$ cat src/rtl/interrupt_controller.sv
// Interrupt collector: latches peripheral request edges into IF, masks them with IE,
// raises cpu_int and, on dispatch, acks the highest-priority source and supplies its vector.
module interrupt_controller #(
    parameter int          NUM_SRC  = 5,
    parameter logic [15:0] IF_ADDR  = 16'hFF0F,
    parameter logic [15:0] IE_ADDR  = 16'hFFFF,
    parameter logic [7:0]  VEC_BASE = 8'h40
) (
    input  logic               clk,
    input  logic               rst,
    input  logic [15:0]        a,
    output logic [7:0]         dout,
    input  logic [7:0]         din,
    input  logic               rd,
    input  logic               wr,
    input  logic [NUM_SRC-1:0] int_req,
    output logic [NUM_SRC-1:0] int_ack,
    output logic               cpu_int,
    input  logic               cpu_int_taken,
    output logic [7:0]         cpu_vector
);

    localparam int SEL_W = (NUM_SRC > 1) ? $clog2(NUM_SRC) : 1;

    typedef enum logic {
        IDLE,
        ACK
    } state_t;

    state_t state_q, state_d;

    logic [NUM_SRC-1:0] if_q, if_d;
    logic [7:0]         ie_q, ie_d;
    logic [NUM_SRC-1:0] req_q;
    logic [NUM_SRC-1:0] ack_q, ack_d;
    logic [7:0]         vec_q, vec_d;

    logic               if_wr, ie_wr;
    logic [NUM_SRC-1:0] rise;
    logic [NUM_SRC-1:0] if_after_wr;
    logic [NUM_SRC-1:0] pend_after_wr;
    logic [NUM_SRC-1:0] clr_mask;
    logic [NUM_SRC-1:0] sel_onehot;
    logic [SEL_W-1:0]   sel_idx;
    logic               sel_valid;
    logic [7:0]         sel_vec;

    // dout does not depend on the read strobe
    logic unused_rd;
    assign unused_rd = rd;

    assign if_wr = wr && (a == IF_ADDR);
    assign ie_wr = wr && (a == IE_ADDR);
    assign rise  = int_req & ~req_q;

    // Dispatch arbitrates on IF/IE as already modified by a same-cycle bus write
    assign if_after_wr   = if_wr ? din[NUM_SRC-1:0] : if_q;
    assign ie_d          = ie_wr ? din : ie_q;
    assign pend_after_wr = if_after_wr & ie_d[NUM_SRC-1:0];

    always_comb begin : pick_lowest
        sel_onehot = '0;
        sel_idx    = '0;
        sel_valid  = 1'b0;
        for (int unsigned i = 0; i < NUM_SRC; i++) begin
            if (pend_after_wr[i] && !sel_valid) begin
                sel_valid     = 1'b1;
                sel_idx       = SEL_W'(i);
                sel_onehot[i] = 1'b1;
            end
        end
    end

    assign sel_vec = VEC_BASE + 8'({sel_idx, 3'b000});

    always_comb begin : fsm_next
        state_d  = state_q;
        ack_d    = '0;
        vec_d    = vec_q;
        clr_mask = '0;
        case (state_q)
            IDLE: begin
                if (cpu_int_taken) begin
                    state_d = ACK;
                    if (sel_valid) begin
                        ack_d    = sel_onehot;
                        vec_d    = sel_vec;
                        clr_mask = sel_onehot;
                    end else begin
                        vec_d = 8'h00;
                    end
                end
            end
            ACK:     state_d = IDLE;
            default: state_d = IDLE;
        endcase
    end

    // Rising edges are applied last so they survive a clearing write or dispatch
    assign if_d = (if_after_wr & ~clr_mask) | rise;

    always_ff @(posedge clk or posedge rst) begin
        if (rst) begin
            state_q <= IDLE;
            if_q    <= '0;
            ie_q    <= '0;
            req_q   <= '0;
            ack_q   <= '0;
            vec_q   <= 8'h00;
        end else begin
            state_q <= state_d;
            if_q    <= if_d;
            ie_q    <= ie_d;
            req_q   <= int_req;
            ack_q   <= ack_d;
            vec_q   <= vec_d;
        end
    end

    always_comb begin : bus_read
        if (a == IF_ADDR) begin
            dout = {{(8 - NUM_SRC){1'b1}}, if_q};
        end else if (a == IE_ADDR) begin
            dout = ie_q;
        end else begin
            dout = 8'hFF;
        end
    end

    assign cpu_int    = |(if_q & ie_q[NUM_SRC-1:0]);
    assign int_ack    = ack_q;
    assign cpu_vector = vec_q;

endmodule

$ cat config.mk
export PLATFORM = sky130hd
export DESIGN_NAME = interrupt_controller
export DESIGN_NICKNAME = d
export VERILOG_FILES = /design/src/rtl/interrupt_controller.sv
export SDC_FILE = /design/constraint.sdc
export NUM_CORES = 1
export LEC_CHECK = 0
export BUFFER_PORTS_ARGS = -buffer_cell sky130_fd_sc_hd__buf_2
export CAP_MARGIN = 0
export CORE_UTILIZATION = 48
export CTS_BUF_LIST = sky130_fd_sc_hd__clkbuf_16
export CTS_CLUSTER_SIZE = 14
export DETAILED_ROUTE_END_ITERATION = 10
export GPL_TIMING_DRIVEN = 0
export HOLD_SLACK_MARGIN = 0.15
export PLACE_DENSITY = 0.82
export SLEW_MARGIN = 30
export SYNTH_ARGS = -nofsm -noshare
export SYNTH_HDL_FRONTEND = slang
export SYNTH_SLANG_ARGS = --single-unit
$ cat constraint.sdc
create_clock -name clk -period 1.9 [get_ports clk]
set_clock_uncertainty 0.15 [all_clocks]
set_input_delay 0.38 -clock clk [delete_from_list [all_inputs] [get_ports clk]]
set_output_delay 0.38 -clock clk [all_outputs]
set_load 0.005 [all_outputs]
==> results of run 1 <==
[routing by layer]
layer  part of all wire, %  global-route usage, %
met5                     0                      0
met4                   4.1                   15.3
met3                   6.5                   4.08
met2                    53                   50.4
met1                    36                   30.5
[final cells by class]
type / instances / area [um^2]
clock buffer: 3 / 75.1
buffer: 6 / 52.6
multi-input combinational: 94 / 888
clock inverter: 1 / 3.75
timing repair buffer: 66 / 449
fill: 167 / 566
sequential: 28 / 702
inverter: 8 / 30.0
tap: 31 / 38.8
[cells by family (layout without fill, tap and decap cells)]
family,count (synthesis),count (layout)
other cells,1,4
compound gates,34,34
buf+inv,14,84
flops,28,28
mux,13,13
simple gates,43,43
[power by group through the flow]
stage | combinational [uW] | clock, uW | sequential, uW
after floorplan | 42.5 | 0 | 620
after global placement | 89.5 | 0 | 620
after detailed placement | 94.4 | 0 | 620
after CTS | 121 | 486 | 609
after global routing | 143 | 506 | 610
final | 132 | 479 | 610
[cell usage in the layout (no fill, tap or decap), drive strengths merged, types with 2 or more instances in the layout]
cell         count
buf             66
dfrtp           28
nand2           13
mux2             8
inv              8
o22ai            7
dlygate4sd3      6
nor2             6
o22a             5
mux2i            5
nand3            5
a21oi            5
conb             4
and2             4
or2              3
a22o             3
clkbuf           3
nand4            3
o21ai            3
nor4             2
a21o             2
and4             2
nor2b            2
[sequential cells by signal (all words and copies together) (netlist names)]
register,count
cpu_vector,4
ie_q,8
if_q,5
int_ack,5
req_q,5
state_q,1
[worst paths after layout]
kind / endpoint / slack, ns / cells past startpoint
max reg2reg: if_q[4]$_DFF_PP0_ / 0.17 / 6
min: ie_q[6]$_DFFE_PP0N_ / 0.20 / 2
max in group asynchronous: if_q[1]$_DFF_PP0_ / 0.60 / 3
min reg2reg: if_q[0]$_DFF_PP0_ / 0.28 / 1
min in group asynchronous: int_ack[4]$_DFF_PP0_ / 0.57 / 3
max: dout[0] / -0.11 / 5
[per-stage QoR]
stage	util [%]	TNS, ns	hold slack, ns	total power (uW)	area [um^2]
global route	79.8	-1.26	0.199	1260	2240
detailed placement	63.0	-10.29	0.269	715	1770
floorplan	-	-0.271	0.260	662	1480
CTS	75.7	-0.290	0.202	1220	2120
global placement	63.0	-9.23	0.261	709	1770
finish	79.8	-0.678	0.204	1220	2240
[timing repair]
item | CTS | global route
setup endpoints to repair | 21 | 30
endpoints found under the hold margin | 33 | 0
pin swaps | 14 | 11
setup buffers | 8 | 2
gates resized for setup | 31 | 25
hold buffers | 6 | 0
==> flow_summary.toml, run 1 <==
[run_status]
status = "finished, violations left"
violations = "DRC, setup timing"

[sta]
hold_viol = 0
timing.fmax_ghz = 0.499
maxSlewViolCount = 0
worst_pin_slew_ns = 0.588
min_period_over_period_pct = 106
rsz0062_at_grt = "yes"
max-slew-margin-rel_pct = 60.7
finalWorstSetupSlack_ns = -0.105
period_minus_slack_ns = 2.01
setup_viol = 12

[clock_network]
clkLatencyLatePin_ns = 0.26
cts.root.buffer_cell = "clkbuf_16"
clock-sinks = 28
clk_path_buf_depth = 2
clkTransAtPathRegs_ns = 0.07
cts_buffers = 3
htreeDepth = 1
cts_tree = "built"

[grt]
grt_max_degree = 29
grt_overflow = 0
grt_antenna_before_repair = 0
first_global_vias = 1466
grt_pass1_wl_mm = 6.78
grt.total_usage_pct = 27.5

[floorplan]
io_pins = 56
die_x_um = 57.0
dieHeight_um = 57.0
coreArea_um2 = 2810
num_rows = 19
dieArea_um2 = 3250
initial_utilization_pct = 51.8

[synth]
synthDistinctLibCells = 38
synth.area.top_cells = "dfrtp_1, mux2_2, mux2i_1, nand2_1, o22a_1"
synth_common_cells = "dfrtp_1, nand2_1, inv_1, mux2_2"
yosys.area_share.xor_xnor_pct = 0
yosysSeqAreaShare_pct = 48.2
ys.flop_type = "dfrtp_1"
synthSimpleGateAreaFrac_pct = 18.3
synth_top_area_cell = "dfrtp_1"
synth_compound_area_share_pct = 17.9
syn_inst = 133
muxShareOfSynthArea_pct = 9.65
synth.most_common_cell = "dfrtp_1"
synth_edf_count = 0
syn_avg_cell_area_um2 = 10.9
yosys_warnings = 0
ys_ff_latch = 28
synthAdderAreaFrac_pct = 0
synth-async-reset-ratio_pct = 100
synth_area_um2 = 1450
synth_top_area_share_pct = 48.2
synth_top_family_by_area = "simple AND/OR/NAND/NOR gates"

[detailed_routing]
viasPerCell = 6.16
drc_errors = 9
dr.pass1.iters = 7
drt_iter0_markers = 86
finalWirelength_mm = 4.61
vias = 1460
postRouteAntennaNets = 0
wire_per_inst_um = 19.5

[placement]
dp.cells = 217
hpwlAfterDp_mm = 2.66
portBuffers = 50
place.gp.congestion = 0.835
pre_cts_slack_ns = -0.543

[power]
p_sw_uw = 270
p_comb_share_pct = 10.8
p_per_area_nw_per_um2 = 545
p_int_uw = 950
p_clk_share_pct = 39.2
vdd_drop_max_mv = 0.484
pwr-share-seq_pct = 49.9
p_leak_uw = 0.00105
p_sw_share_pct = 22.1

[setup_path]
cp_num_buf_inv = 2
crit_top_cell = "buf_2"
cp_data_required_time_ns = 1.37
crit_start = "a[7]"
slowest_delay_ns = 0.35
critPathLaunchType = "input pin"
crit_slowest_cell = "nor4_4"
critical_path_class = "in -> out"
critPathArrivalTime_ns = 1.48
r2r-start = "if_q[2]$_DFF_PP0_"
crit_fanout = 5
cp-end-kind = "output pin"
path_cells = "buf_2, nor4_4, nand3_2, o22a_1, buf_2"
cp_top_family = "simple AND/OR/NAND/NOR gates"

[min_path]
hold_path.startpoint = "din[6]"
hold_class = "in -> reg"

[cells_and_area]
final_layout_size_suffix_gt1_share_pct = 56.3
antennaDiodeCount = 0
num-nets-final = 241
area_growth_pct = 54.2
final_cells = 237

[run]
drv_cap = 0
Power figures use the tool's default switching activity.
==> inputs of run 2 (changes only) <==
Settings changed: BUFFER_PORTS_ARGS -buffer_cell sky130_fd_sc_hd__buf_2 to -buffer_cell sky130_fd_sc_hd__clkbuf_2.
==> run 2 against run 1 <==
  * The run still ends with DRC, setup timing left
  * Critical endpoint is now dout[5]
  * Utilization is 0.94 points higher
  * Final area grew 1.2%
  * Sequential cell count stayed put
  * Largest power group unchanged
==> flow_summary.toml, run 2 (synthesis results as in run 1) <==
[run_status]
status = "finished, violations left"
violations = "DRC, setup timing"

[detailed_routing]
route.met2.wl_mm = 2.50
vias = 1485
drt_iter0_markers = 112
postRouteAntennaNets = 0
wl_met3_um = 305
drc_errors = 8
wire_per_inst_um = 19.6
highest_layer = "met4"
dr.pass1.iters = 7
met1_length_mm = 1.77
viasPerCell = 6.04
finalWirelength_mm = 4.82

[grt]
grt_antenna_before_repair = 0
grt_overflow = 0
grt_max_degree = 29
first_global_vias = 1475
grt_pass1_wl_mm = 6.89
grt.total_usage_pct = 28.0

[cells_and_area]
regArea_um2 = 701
top_register = "ie_q"
fillers = 169
final_layout_size_suffix_gt1_share_pct = 55.3
post-route-util_pct = 80.8
layout_common_cells = "clkbuf_2, dfrtp_1, buf_4"
area_growth_pct = 56.0
layout_commonest_cell = "clkbuf_2"
antennaDiodeCount = 0
largest_reg_flops = 8
multiInputGateArea_um2 = 857
num-nets-final = 250

[clock_network]
cts.root.buffer_cell = "clkbuf_16"
clkLatencyLatePin_ns = 0.27
htreeDepth = 1
cts_buffers = 3
clk_path_buf_depth = 2
clkTransAtPathRegs_ns = 0.07
cts_tree = "built"
clock-sinks = 28

[power]
p_leak_uw = 0.00108
vdd_drop_max_mv = 0.524
p_per_area_nw_per_um2 = 546

[sta]
hold_viol = 0
min_period_over_period_pct = 106
period_minus_slack_ns = 2.02
rsz0062_at_grt = "yes"
setup_viol = 13
maxSlewViolCount = 0
max-slew-margin-rel_pct = 60.2
worst_pin_slew_ns = 0.597
timing.fmax_ghz = 0.495
finalWorstSetupSlack_ns = -0.121

[setup_path]
critPathArrivalTime_ns = 1.49
path_cells = "buf_6, nand4_1, buf_4, nor2_4, nand3_4, or2_4, buf_6"
critical_path_class = "in -> out"
cp_data_required_time_ns = 1.37
cp-end-kind = "output pin"
r2r_slack_ns = 0.10
crit_top_cell = "buf_6"
slowest_delay_ns = 0.28
r2r-end = "if_q[4]$_DFF_PP0_"
crit_fanout = 8
r2r-start = "if_q[3]$_DFF_PP0_"
critPathLaunchType = "input pin"
worst-r2r-cell-count = 6
crit_slowest_cell = "or2_4"

[min_path]
whs_endpoint = "ie_q[6]$_DFFE_PP0N_"
hold_path_depth = 2
hold_path.startpoint = "din[6]"
hold_class = "in -> reg"

[floorplan]
coreArea_um2 = 2810
dieHeight_um = 57.0
initial_utilization_pct = 51.8
io_pins = 56
num_rows = 19
dieArea_um2 = 3250
die_x_um = 57.0

[run]
drv_cap = 0

[placement]
pre_cts_slack_ns = -0.577
hpwlAfterDp_mm = 2.58
place.gp.congestion = 0.835
portBuffers = 50
run 2: repair_timing:
action	in CTS	in global routing
endpoints found under the setup margin	21	27
hold endpoints to repair	33	0
gates resized for setup	19	32
hold buffers	6	0
pin swaps	11	20
buffers inserted	9	10
run 2: worst max-delay path by stage:
stage                     start  slack [ns]           endpoint
after global routing       a[3]       -0.18            dout[5]
final                      a[3]       -0.12            dout[5]
after floorplan           a[11]       -0.08  if_q[4]$_DFF_PP0_
after detailed placement   a[4]       -0.58            dout[0]
after global placement     a[4]       -0.54            dout[0]
after CTS                  a[0]       -0.03            dout[0]
run 2: where the power goes:
group,switching [uW],internal [uW],total [uW]
clock,203,283,486
combinational,72.8,68.3,141
sequential,4.19,605,610
total,280,956,1240
run 2: cell type report:
| class | instances | area share (%) |
|---|---|---|
| Multi-Input combinational cell | 94 | 37.8 |
| Sequential cell | 28 | 30.9 |
| Timing Repair Buffer | 75 | 22.4 |
| Clock buffer | 3 | 3.31 |
| Buffer | 6 | 2.32 |
| Tap cell | 31 | 1.71 |
| Inverter | 8 | 1.33 |
| Clock inverter | 1 | 0.166 |
run 2: layer usage:
layer  vias to the layer above  GRT usage (%)
li1                        650              -
met1                       727           32.2
met2                        84           49.4
met3                        24           4.76
met4                         0           15.3
met5                         -              0
run 2: critical path, delay by kind of cell:
kind	cells	cell delay, ns
buffers and inverters	3	0.37
and+or+nand+nor	4	0.73
run 2: per-stage QoR:
stage | power [uW] | instances | cell area (um^2) | hold slack, ns | setup TNS (ns)
2_1_floorplan | 662 | 136 | 1480 | 0.260 | -0.271
3_3_place_gp | 709 | 217 | 1770 | 0.261 | -8.98
3_5_place_dp | 715 | 217 | 1770 | 0.275 | -10.0
4_1_cts | 1210 | 236 | 2060 | 0.196 | -0.177
5_1_grt | 1270 | 246 | 2270 | 0.208 | -1.84
6_report | 1240 | 246 | 2270 | 0.199 | -0.879
==> inputs of run 3 (changes only) <==
Settings changed: ABC_AREA set to 1, CORE_ASPECT_RATIO set to 0.9, CORE_UTILIZATION 48 to 43, PLACE_DENSITY 0.82 to 0.78.
Clock period 1.9 ns to 1.65 ns, I/O delays scaled along.
==> run 3 against run 2 <==
  * The run ends with setup timing left
  * First-iteration DRC count is 17% lower
  * Non-clock buffer count is 1 lower
  * Via count is 4.8% lower
  * Global-route usage is 8.0 points lower
  * Total power is 39% higher
  * Register-to-register slack hardly changed
  * Sequential power is 19% higher
  * Sequential cell count stayed put
  * Synthesized area is 2.8% lower
  * Sequential share of layout area is 1.3 points lower
  * Critical path type unchanged
  * Largest cell class unchanged
  * Largest power group is now clock
==> flow_summary.toml, run 3 <==
[power]
p_sw_share_pct = 22.5
p_int_uw = 1340
pwr-share-seq_pct = 42.0
vdd_drop_max_mv = 0.710
p_per_area_nw_per_um2 = 728
p_clk_share_pct = 42.0
p_sw_uw = 387
p_comb_share_pct = 16.1
p_leak_uw = 0.00126

[min_path]
hold_path.startpoint = "din[0]"
hold_class = "in -> reg"
hold_path_depth = 3
whs_endpoint = "ie_q[0]$_DFF_PP0_"

[floorplan]
num_rows = 19
die_x_um = 62.4
coreArea_um2 = 3090
dieArea_um2 = 3520
initial_utilization_pct = 45.7
dieHeight_um = 56.4
io_pins = 56

[setup_path]
critPathArrivalTime_ns = 1.33
r2r-start = "state_q$_DFF_PP0_"
path_cells = "buf_8, nor2_4, nand2_2, nor2_4, nand2_4, o22ai_4, inv_1, clkbuf_2"
crit_slowest_cell = "o22ai_4"
r2r_slack_ns = 0.11
critPathLaunchType = "input pin"
worst-r2r-cell-count = 6
crit_top_cell = "nor2_4"
slowest_delay_ns = 0.22
critical_path_class = "in -> out"
cp_data_required_time_ns = 1.17
r2r-end = "if_q[3]$_DFF_PP0_"
cp-end-kind = "output pin"
crit_fanout = 5

[grt]
grt.total_usage_pct = 20.0
grt_pass1_wl_mm = 5.41
first_global_vias = 1238
grt_antenna_before_repair = 0
grt_max_degree = 29
grt_overflow = 0

[sta]
timing.fmax_ghz = 0.552
setup_viol = 17
rsz0062_at_grt = "yes"
period_minus_slack_ns = 1.81
min_period_over_period_pct = 110
finalWorstSetupSlack_ns = -0.161
hold_viol = 0
worst_pin_slew_ns = 0.584
max-slew-margin-rel_pct = 61.0
maxSlewViolCount = 0

[synth]
synth_common_cells = "nand2_1, inv_1, dfrtp_1"
synth_top_area_cell = "dfrtp_1"
syn_avg_cell_area_um2 = 8.61
ys_ff_latch = 28
synth_top_area_share_pct = 49.6
synth_area_um2 = 1410
synth_edf_count = 0
synth.area.top_cells = "dfrtp_1, nand2_1, inv_1, nor2_4, nand2_2"
synth.most_common_cell = "nand2_1"
syn_inst = 164
synth-async-reset-ratio_pct = 100
yosysSeqAreaShare_pct = 49.6
yosys_warnings = 0
synthDistinctLibCells = 25
ys.flop_type = "dfrtp_1"

[cells_and_area]
layout_commonest_cell = "clkbuf_2"
area_growth_pct = 67.6
antennaDiodeCount = 0
largest_reg_flops = 8
top_register = "ie_q"
post-route-util_pct = 76.6
layout_common_cells = "clkbuf_2, dfrtp_1, nand2_1"
final_layout_size_suffix_gt1_share_pct = 57.7
num-nets-final = 281

[clock_network]
cts_tree = "built"
clock-sinks = 28
htreeDepth = 1
clk_path_buf_depth = 2
clkTransAtPathRegs_ns = 0.07
cts_buffers = 3
clkLatencyLatePin_ns = 0.27
cts.root.buffer_cell = "clkbuf_16"

[detailed_routing]
wire_per_inst_um = 14.7
finalWirelength_mm = 4.24
drc_errors = 0
drt_iter0_markers = 93
vias = 1414
postRouteAntennaNets = 0
dr.pass1.iters = 4
viasPerCell = 4.91

[run]
drv_cap = 0

[placement]
pre_cts_slack_ns = -0.290
hpwlAfterDp_mm = 2.15
place.gp.congestion = 0.883
portBuffers = 49

[run_status]
status = "finished, violations left"
violations = "setup timing"
[run 3: changes by cell type after synthesis, moves of 5 or more]
cell     delta
a21oi_1     -5
nand2_2     +7
mux2_2      -5
inv_1      +21
mux2i_1     -5
o22a_1      -5
nand2_1    +28
[run 3: worst max path at each step]
| stage | startpoint | endpoint | slack, ns |
|---|---|---|---|
| after CTS | a[5] | dout[7] | -0.04 |
| after global routing | a[8] | if_q[4]$_DFF_PP0_ | -0.21 |
| after floorplan | a[14] | if_q[4]$_DFF_PP0_ | 0.006 |
| after global placement | a[6] | if_q[4]$_DFF_PP0_ | -0.23 |
| final | a[5] | dout[2] | -0.16 |
| after detailed placement | a[6] | if_q[4]$_DFF_PP0_ | -0.29 |
[run 3: cells by family (layout without fill, tap and decap cells)]
| kind of cell | count (synthesis) | count (layout) | synth area share, % |
|---|---|---|---|
| multiplexers | 3 | 3 | 2.39 |
| AO/OA/AOI/OAI | 17 | 17 | 7.53 |
| buffers and inverters | 35 | 114 | 10.5 |
| flip-flops | 28 | 28 | 49.6 |
| AND/OR/NAND/NOR | 80 | 80 | 29.8 |
| other | 1 | 4 | 0.265 |
[run 3: layer usage]
metal  vias to the layer above  share of wire [%]  global-route usage [%]
met4                         0                3.8                    9.63
met2                        50                 52                    34.2
li1                        666                  -                       -
met1                       685                 39                    23.6
met5                         -                  0                       0
met3                        13                4.9                    4.67
[run 3: metrics by stage]
stage	hold WS, ns	setup TNS, ns	total power [uW]	instance area [um^2]	cells
floorplan	0.211	0	827	1420	167
global placement	0.247	-3.06	896	1720	258
finish	0.198	-1.20	1720	2370	288
detailed placement	0.253	-3.78	901	1720	258
CTS	0.155	-0.275	1640	2020	279
global route	0.199	-2.61	1780	2370	288
[run 3: layout make-up]
class,instances,area (um^2)
buffer,5,35.0
clock buffer,3,75.1
clock inverter,1,30.0
fill,210,723
inverter,30,118
multi-input combinational,104,785
sequential,28,701
tap,42,52.6
timing repair buffer,75,572
[run 3: what timing repair did]
action / CTS / global route
setup endpoints to repair: 11 / 20
resized for setup: 12 / 75
endpoints found under the hold margin: 39 / 1
pin swaps: 7 / 30
setup buffers: 8 / 8
hold buffers: 9 / 1
[run 3: worst max-delay path, delay by kind of cell]
kind,cells,cell delay (ns)
buffers and inverters,3,0.29
AO/OA/AOI/OAI,1,0.22
AND/OR/NAND/NOR,4,0.49
[run 3: power by group through the flow]
stage          registers [uW]  logic (uW)  clock network, uW
2_1_floorplan             734        93.5                  0
3_3_place_gp              734         162                  0
3_5_place_dp              734         166                  0
4_1_cts                   721         201                723
5_1_grt                   725         297                763
6_report                  723         277                724
